**src/rtl/i2c_temp_poll_ctrl_if.sv**
```systemverilog
// Command/response bundle between the temperature poller and the I2C master.
// The poller drives the command side through the master modport; the I2C master uses slave.
interface i2c_temp_poll_ctrl_if;
    logic       m_go;
    logic       m_rw;
    logic [5:0] m_n_byte;
    logic [6:0] m_dev_add;
    logic [7:0] m_r_pointer;
    logic [7:0] m_dwr;
    logic       m_done;
    logic       m_ready;
    logic [7:0] m_drd;
    logic       m_ack_e;

    modport master (
        output m_go, m_rw, m_n_byte, m_dev_add, m_r_pointer, m_dwr,
        input  m_done, m_ready, m_drd, m_ack_e
    );

    modport slave (
        input  m_go, m_rw, m_n_byte, m_dev_add, m_r_pointer, m_dwr,
        output m_done, m_ready, m_drd, m_ack_e
    );
endinterface

```
**src/rtl/i2c_temp_poll_ctrl.sv**
```systemverilog
// Temp sensor poller: one config write after reset, then periodic 2-byte reads.
// Optional TEMP_ALERT_EN adds a registered over-threshold flag on temp_alert.
module i2c_temp_poll_ctrl #(
    parameter logic [6:0]  DEV_ADDR       = 7'h48,
    parameter logic [7:0]  CFG_PTR        = 8'h01,
    parameter logic [7:0]  CFG_VALUE      = 8'h60,
    parameter logic [7:0]  TEMP_PTR       = 8'h00,
    parameter logic [23:0] POLL_CYCLES    = 24'd5_000_000,
    parameter logic [23:0] TIMEOUT_CYCLES = 24'd2_000_000,
    parameter logic [15:0] ALERT_THRESH   = 16'h1E00
) (
    input  logic                        clk,
    input  logic                        reset,
    input  logic                        enable,
    i2c_temp_poll_ctrl_if.master        bus,
    output logic [15:0]                 temp,
    output logic                        temp_valid,
    output logic                        busy,
    output logic                        nack_err,
    output logic                        timeout_err,
    output logic                        temp_alert
);

    typedef enum logic [2:0] {
        IDLE, CFG_GO, CFG_WAIT, POLL_WAIT, RD_GO, RD_WAIT, RESULT
    } state_t;

    state_t      state_q, state_d;
    logic        go_q, go_d;
    logic        rw_q, rw_d;
    logic [5:0]  n_byte_q, n_byte_d;
    logic [7:0]  ptr_q, ptr_d;
    logic [7:0]  dwr_q, dwr_d;
    logic        cfg_done_q, cfg_done_d;
    logic        nack_q, nack_d;
    logic [23:0] tmo_cnt_q, tmo_cnt_d;
    logic [23:0] poll_cnt_q, poll_cnt_d;
    logic [1:0]  byte_cnt_q, byte_cnt_d;
    logic [7:0]  msb_q, msb_d;
    logic [7:0]  lsb_q, lsb_d;
    logic [15:0] temp_q, temp_d;
    logic        temp_valid_q, temp_valid_d;
    logic        nack_err_q, nack_err_d;
    logic        timeout_err_q, timeout_err_d;
    logic        done_prev_q, ready_prev_q;

    logic done_rise, done_fall, ready_rise;
    logic in_go, in_wait, tmo_hit;
    logic start_cfg, start_rd, enter_poll, timed_out;

    assign done_rise  = bus.m_done & ~done_prev_q;
    assign done_fall  = ~bus.m_done & done_prev_q;
    assign ready_rise = bus.m_ready & ~ready_prev_q;
    assign in_go      = (state_q == CFG_GO) || (state_q == RD_GO);
    assign in_wait    = (state_q == CFG_WAIT) || (state_q == RD_WAIT);
    assign tmo_hit    = (in_go || in_wait) &&
                        (tmo_cnt_q >= TIMEOUT_CYCLES - 24'd1);

    always_comb begin
        state_d       = state_q;
        go_d          = go_q;
        rw_d          = rw_q;
        n_byte_d      = n_byte_q;
        ptr_d         = ptr_q;
        dwr_d         = dwr_q;
        cfg_done_d    = cfg_done_q;
        nack_d        = nack_q;
        tmo_cnt_d     = tmo_cnt_q;
        poll_cnt_d    = poll_cnt_q;
        byte_cnt_d    = byte_cnt_q;
        msb_d         = msb_q;
        lsb_d         = lsb_q;
        temp_d        = temp_q;
        temp_valid_d  = 1'b0;
        nack_err_d    = nack_err_q;
        timeout_err_d = timeout_err_q;
        start_cfg     = 1'b0;
        start_rd      = 1'b0;
        enter_poll    = 1'b0;
        timed_out     = 1'b0;

        if (in_go || in_wait) tmo_cnt_d = tmo_cnt_q + 24'd1;
        // ack_e is cleared by the master at STOP, so latch it here
        if (in_wait && bus.m_ack_e) nack_d = 1'b1;

        unique case (state_q)
            IDLE: begin
                if (enable) begin
                    start_cfg = ~cfg_done_q;
                    start_rd  = cfg_done_q;
                end
            end
            CFG_GO, RD_GO: begin
                if (tmo_hit) begin
                    timed_out = 1'b1;
                end else if (done_fall) begin
                    go_d    = 1'b0;
                    state_d = (state_q == CFG_GO) ? CFG_WAIT : RD_WAIT;
                end
            end
            CFG_WAIT: begin
                if (tmo_hit) begin
                    timed_out = 1'b1;
                end else if (done_rise) begin
                    cfg_done_d = ~nack_d;
                    if (nack_d) nack_err_d = 1'b1;
                    enter_poll = 1'b1;
                end
            end
            RD_WAIT: begin
                if (ready_rise && byte_cnt_q != 2'd2) begin
                    if (byte_cnt_q == 2'd0) msb_d = bus.m_drd;
                    else                    lsb_d = bus.m_drd;
                    byte_cnt_d = byte_cnt_q + 2'd1;
                end
                if (tmo_hit) begin
                    timed_out = 1'b1;
                end else if (done_rise) begin
                    state_d = RESULT;
                end
            end
            RESULT: begin
                if (!nack_q && byte_cnt_q == 2'd2) begin
                    temp_d        = {msb_q, lsb_q};
                    temp_valid_d  = 1'b1;
                    nack_err_d    = 1'b0;
                    timeout_err_d = 1'b0;
                end else begin
                    nack_err_d = 1'b1;
                end
                enter_poll = 1'b1;
            end
            POLL_WAIT: begin
                if (!enable) begin
                    state_d = IDLE;
                end else if (poll_cnt_q == 24'd0) begin
                    start_cfg = ~cfg_done_q;
                    start_rd  = cfg_done_q;
                end else begin
                    poll_cnt_d = poll_cnt_q - 24'd1;
                end
            end
            default: state_d = IDLE;
        endcase

        if (timed_out) begin
            go_d          = 1'b0;
            timeout_err_d = 1'b1;
            enter_poll    = 1'b1;
        end

        if (enter_poll) begin
            state_d    = POLL_WAIT;
            poll_cnt_d = POLL_CYCLES - 24'd1;
        end

        if (start_cfg || start_rd) begin
            go_d       = 1'b1;
            tmo_cnt_d  = 24'd0;
            nack_d     = 1'b0;
            byte_cnt_d = 2'd0;
        end

        if (start_cfg) begin
            state_d  = CFG_GO;
            rw_d     = 1'b0;
            n_byte_d = 6'd1;
            ptr_d    = CFG_PTR;
            dwr_d    = CFG_VALUE;
        end

        if (start_rd) begin
            state_d  = RD_GO;
            rw_d     = 1'b1;
            n_byte_d = 6'd2;
            ptr_d    = TEMP_PTR;
            dwr_d    = 8'h00;
        end
    end

    always_ff @(posedge clk) begin
        if (reset) begin
            state_q       <= IDLE;
            go_q          <= 1'b0;
            rw_q          <= 1'b0;
            n_byte_q      <= 6'd0;
            ptr_q         <= 8'h00;
            dwr_q         <= 8'h00;
            cfg_done_q    <= 1'b0;
            nack_q        <= 1'b0;
            tmo_cnt_q     <= 24'd0;
            poll_cnt_q    <= 24'd0;
            byte_cnt_q    <= 2'd0;
            msb_q         <= 8'h00;
            lsb_q         <= 8'h00;
            temp_q        <= 16'h0000;
            temp_valid_q  <= 1'b0;
            nack_err_q    <= 1'b0;
            timeout_err_q <= 1'b0;
            // idle master holds done high; avoid a false rise after reset
            done_prev_q   <= 1'b1;
            ready_prev_q  <= 1'b0;
        end else begin
            state_q       <= state_d;
            go_q          <= go_d;
            rw_q          <= rw_d;
            n_byte_q      <= n_byte_d;
            ptr_q         <= ptr_d;
            dwr_q         <= dwr_d;
            cfg_done_q    <= cfg_done_d;
            nack_q        <= nack_d;
            tmo_cnt_q     <= tmo_cnt_d;
            poll_cnt_q    <= poll_cnt_d;
            byte_cnt_q    <= byte_cnt_d;
            msb_q         <= msb_d;
            lsb_q         <= lsb_d;
            temp_q        <= temp_d;
            temp_valid_q  <= temp_valid_d;
            nack_err_q    <= nack_err_d;
            timeout_err_q <= timeout_err_d;
            done_prev_q   <= bus.m_done;
            ready_prev_q  <= bus.m_ready;
        end
    end

`ifdef TEMP_ALERT_EN
    logic alert_q, alert_d;

    always_comb begin
        alert_d = alert_q;
        if (temp_valid_d) alert_d = $signed(temp_d) >= $signed(ALERT_THRESH);
    end

    always_ff @(posedge clk) begin
        if (reset) alert_q <= 1'b0;
        else       alert_q <= alert_d;
    end

    assign temp_alert = alert_q;
`else
    assign temp_alert = 1'b0 & (^ALERT_THRESH);
`endif

    assign bus.m_go        = go_q;
    assign bus.m_rw        = rw_q;
    assign bus.m_n_byte    = n_byte_q;
    assign bus.m_dev_add   = DEV_ADDR;
    assign bus.m_r_pointer = ptr_q;
    assign bus.m_dwr       = dwr_q;

    assign temp        = temp_q;
    assign temp_valid  = temp_valid_q;
    assign busy        = !(state_q == IDLE || state_q == POLL_WAIT);
    assign nack_err    = nack_err_q;
    assign timeout_err = timeout_err_q;

endmodule

```
**src/flat_wrapper.sv**
```systemverilog
// flat-port wrapper written by rule: the top's interface ports become plain ports
module i2c_temp_poll_ctrl_flat 
#(
    parameter logic [6:0]  DEV_ADDR       = 7'h48,
    parameter logic [7:0]  CFG_PTR        = 8'h01,
    parameter logic [7:0]  CFG_VALUE      = 8'h60,
    parameter logic [7:0]  TEMP_PTR       = 8'h00,
    parameter logic [23:0] POLL_CYCLES    = 24'd5_000_000,
    parameter logic [23:0] TIMEOUT_CYCLES = 24'd2_000_000,
    parameter logic [15:0] ALERT_THRESH   = 16'h1E00
)
  (clk, reset, enable, temp, temp_valid, busy, nack_err, timeout_err, temp_alert, bus_m_go, bus_m_rw, bus_m_n_byte, bus_m_dev_add, bus_m_r_pointer, bus_m_dwr, bus_m_done, bus_m_ready, bus_m_drd, bus_m_ack_e);
  i2c_temp_poll_ctrl_if bus_i ();
  input  logic clk;
  input  logic reset;
  input  logic enable;
  output logic [15:0] temp;
  output logic temp_valid;
  output logic busy;
  output logic nack_err;
  output logic timeout_err;
  output logic temp_alert;
  output wire logic [$bits(bus_i.m_go)-1:0] bus_m_go;
  output wire logic [$bits(bus_i.m_rw)-1:0] bus_m_rw;
  output wire logic [$bits(bus_i.m_n_byte)-1:0] bus_m_n_byte;
  output wire logic [$bits(bus_i.m_dev_add)-1:0] bus_m_dev_add;
  output wire logic [$bits(bus_i.m_r_pointer)-1:0] bus_m_r_pointer;
  output wire logic [$bits(bus_i.m_dwr)-1:0] bus_m_dwr;
  input wire logic [$bits(bus_i.m_done)-1:0] bus_m_done;
  input wire logic [$bits(bus_i.m_ready)-1:0] bus_m_ready;
  input wire logic [$bits(bus_i.m_drd)-1:0] bus_m_drd;
  input wire logic [$bits(bus_i.m_ack_e)-1:0] bus_m_ack_e;
  assign bus_m_go = bus_i.m_go;
  assign bus_m_rw = bus_i.m_rw;
  assign bus_m_n_byte = bus_i.m_n_byte;
  assign bus_m_dev_add = bus_i.m_dev_add;
  assign bus_m_r_pointer = bus_i.m_r_pointer;
  assign bus_m_dwr = bus_i.m_dwr;
  assign bus_i.m_done = bus_m_done;
  assign bus_i.m_ready = bus_m_ready;
  assign bus_i.m_drd = bus_m_drd;
  assign bus_i.m_ack_e = bus_m_ack_e;
  i2c_temp_poll_ctrl #(.DEV_ADDR(DEV_ADDR), .CFG_PTR(CFG_PTR), .CFG_VALUE(CFG_VALUE), .TEMP_PTR(TEMP_PTR), .POLL_CYCLES(POLL_CYCLES), .TIMEOUT_CYCLES(TIMEOUT_CYCLES), .ALERT_THRESH(ALERT_THRESH)) u_core (.clk(clk), .reset(reset), .enable(enable), .bus(bus_i), .temp(temp), .temp_valid(temp_valid), .busy(busy), .nack_err(nack_err), .timeout_err(timeout_err), .temp_alert(temp_alert));
endmodule
```
**config.mk**
```make
export PLATFORM = sky130hd
export DESIGN_NAME = i2c_temp_poll_ctrl_flat
export DESIGN_NICKNAME = d
export VERILOG_FILES = /design/src/rtl/i2c_temp_poll_ctrl_if.sv /design/src/rtl/i2c_temp_poll_ctrl.sv /design/src/flat_wrapper.sv
export SDC_FILE = /design/constraint.sdc
export NUM_CORES = 1
export LEC_CHECK = 0
export CELL_PAD_IN_SITES_DETAIL_PLACEMENT = 1
export CELL_PAD_IN_SITES_GLOBAL_PLACEMENT = 1
export CORE_UTILIZATION = 30
export CTS_CLUSTER_SIZE = 24
export DETAILED_ROUTE_END_ITERATION = 12
export GPL_TIMING_DRIVEN = 0
export PLACE_DENSITY = 0.73
export REMOVE_ABC_BUFFERS = 1
export SLEW_MARGIN = 20
export SYNTH_ARGS = -nofsm -noshare
export SYNTH_HDL_FRONTEND = slang
export SYNTH_SLANG_ARGS = --single-unit
export TNS_END_PERCENT = 100
```
**constraint.sdc**
```tcl
create_clock -name clk -period 4 [get_ports clk]
set_input_delay 0.6 -clock clk [delete_from_list [all_inputs] [get_ports clk]]
set_output_delay 0.6 -clock clk [all_outputs]
set_load 0.01 [all_outputs]
```
==> run_results.csv <==
group,metric,value,unit
setup_path,cp.required,4.20,ns
synthesis,synth_cell_types,56,
cts,cts_sinks,95,
global_route,antenna_found_initial,0,
placement,port_buffers,40,
timing,setup_violations,0,
cts,clockRootBuffer,"clkbuf_16",
synthesis,syn-instance-count,523,
synthesis,synth_edf_count,0,
setup_path,crit_slowest_cell,"and3b_1",
global_route,grt.overflow.total,0,
timing,period_needed,3.06,ns
placement,post-dp-hpwl,7720,µm
global_route,grt_pass1_vias,3804,
cts,cts_tree,"built",
cts,cts-buffers-inserted,9,
setup_path,arrival,3.26,ns
status,status,"complete, but fails checks",
floorplanning,io_pins,66,
route,vias,3658,
final_layout,drive_gt1_frac,0.0821,
cts,hold_buffers,0,
cts,insertion_delay,0.35,ns
timing,final-max-slew-violation-count,0,
floorplanning,core,0.0146,mm²
synthesis,synth_warnings,0,
route,drtAntennaViolNets,0,
synthesis,ys_ff_latch,95,
timing,post-route-period-util,0.764,
global_route,grt_pass1_wl,18300,µm
floorplanning,die_area,0.0156,mm²
floorplanning,die_x,125,µm
setup_path,crit_buf_inv,0,
synthesis,avgSynthCellArea,8.66,µm²
synthesis,syn_area,0.00453,mm²
timing,finalClockSkew,0.0110,ns
timing,timing.fmax,327,MHz
setup_path,worst_setup_path_end_kind,"register",
route,via_per_inst,5.00,
cts,cts_resized,0,
power_and_ir_drop,ir_drop,255,µV
synthesis,synthTopCellsByArea,"dfxtp_1, xor2_1, nor2_1",
route,wirelength,11000,µm
timing,setup_tns,0,ns
job,maxCapViolCount,0,
final_layout,fin_util,0.357,
setup_path,cpPeakStageDelay,0.84,ns
setup_path,critPathLaunchType,"register",
route,drt_iter0_markers,211,
power_and_ir_drop,p_leak,0.00192,µW
final_layout,antenna_cells,0,
timing,rsz0062_at_grt,"no",
placement,gp_congestion,0.774,
setup_path,crit_path_max_fanout,16,
floorplanning,initial_utilization,0.309,
timing,slew_headroom,0.324,
final_layout,n_fill_cell,1728,
min_path,hp-class,"register to register",
cts,htreeDepth,3,
cts,cts.path.max_buffers,2,
synthesis,seq_area_frac_synth,0.420,
global_route,grt_max_degree,33,
timing,whs,0.457,ns
cts,postCtsSetupRepairBufs,0,
synthesis,yosysTopAreaCell,"dfxtp_1",
synthesis,async_reset_ff_frac,0,
cts,path_clk_slew,0.08,ns
final_layout,area_delta_synth_final,15.6,%
route,dr.pass1.iters,8,
global_route,grt_use_total,0.145,
status,failed_checks,"DRC",
route,wire_per_inst,15.0,µm
setup_path,path_delay_family,"simple AND/OR/NAND/NOR gates",
floorplanning,die_h,125,µm
synthesis,synth_top_area_share,0.420,
floorplanning,num_rows,44,
timing,tightest_slew,1.01,ns
power_and_ir_drop,p_per_area,373,mW/mm²
setup_path,worst-setup-path-type,"register to register",
setup_path,crit_chain,"nor3_1 > or3b_2 > a2bb2oi_1 > and3b_1 > a311oi_2",
timing,finalHoldViolations,0,
synthesis,synth_ff_type,"dfxtp_1",
final_layout,nNetsFinal,561,
route,drcViolationCount,8,
-- worst reg2reg max path, cell delays in order (launching register included) --
cell and delay (ns):
dfxtp_1 0.47, nor3_1 0.58, or3b_2 0.24, a2bb2oi_1 0.58
and3b_1 0.84, a311oi_2 0.20
-- state kept, by name (all words and copies together) (netlist names) --
| name | cells |
|---|---|
| u_core.poll_cnt_q | 24 |
| u_core.tmo_cnt_q | 24 |
| u_core.temp | 16 |
| u_core.lsb_q | 8 |
| u_core.msb_q | 8 |
| u_core.state_q | 3 |
| u_core.bus.m_n_byte | 2 |
| u_core.byte_cnt_q | 2 |
| u_core.bus.m_go | 1 |
| u_core.cfg_done_q | 1 |
| u_core.done_prev_q | 1 |
| u_core.nack_err | 1 |
| u_core.nack_q | 1 |
| u_core.ready_prev_q | 1 |
| u_core.temp_valid | 1 |
| u_core.timeout_err | 1 |
-- synth_stat cells (5+ instances only) --
master    count
a21oi_1      35
a21oi_2       9
a31oi_1       6
and2_1        6
and3_1        5
buf_4        29
clkbuf_1     21
dfxtp_1      95
inv_1         9
mux2i_1      17
nand2_1      52
nand3_1      17
nand4_1      16
nor2_1       61
nor3_1        6
o21ai_0       8
o31ai_1       7
or2_2         6
or3_1        11
or4_1         8
xnor2_1       8
xor2_1       29
-- per-stage QoR --
step,total power [µW],setup slack (ns),instances,area [µm²]
after CTS,1970,0.886,732,5240
after global placement,1100,0.0923,714,4890
after floorplan,1050,1.28,490,4260
after detailed placement,1110,0.889,716,4930
after global routing,2030,0.713,732,5240
final,1950,0.942,732,5240
-- where the power goes --
part / internal, µW / switching, µW
Sequential: 953 / 10.3
Clock: 442 / 422
Combinational: 46.8 / 77.1
Total: 1440 / 509
-- routing by layer --
layer / vias up / global-route usage / routed length [µm]
met5: - / 0 / 0
met4: 0 / 0.0481 / 143
met3: 11 / 0.0296 / 288
met2: 48 / 0.265 / 5690
met1: 1800 / 0.169 / 4830
li1: 1799 / - / -
-- cell families (layout without fill, tap and decap cells) --
group	count (synthesis)	in the layout	synth area share
other	2	25	0.00166
multiplexers	17	17	0.0376
AND/OR/NAND/NOR	217	217	0.245
adder cells (fa/ha/maj)	4	4	0.0111
buffers and inverters	65	67	0.0868
XOR/XNOR	37	37	0.0716
flip-flops	95	95	0.420
AO/OA/AOI/OAI	86	86	0.127
-- layout make-up --
class | instances | area [µm²] | share of cell area
well taps | 184 | 230 | 0.0440
repair buffers | 42 | 427 | 0.0815
clock inverters | 7 | 75.1 | 0.0143
multi-input cells | 386 | 2340 | 0.447
clock buffers | 9 | 225 | 0.0430
flip-flops and latches | 95 | 1900 | 0.363
inverters | 9 | 33.8 | 0.00645
-- cells in the final DEF, fill, tap and decap left out, types with 11 or more instances in the layout --
master,count
nand3_1,17
mux2i_1,17
nand4_1,16
conb_1,25
nor2_1,61
nand2_1,52
a21oi_1,35
or3_1,11
xor2_1,29
dfxtp_1,95
clkdlybuf4s50_1,39
-- worst paths after layout --
path | startpoint | endpoint | slack (ns) | depth (start not counted)
max | u_core.state_q[2] | u_core.state_q[0] | 0.94 | 5
min | u_core.msb_q[3] | u_core.temp[11] | 0.46 | 2
min reg2reg | u_core.msb_q[3] | u_core.temp[11] | 0.46 | 2
max reg2reg | u_core.state_q[2] | u_core.state_q[0] | 0.94 | 5
Power figures use the tool's default switching activity.
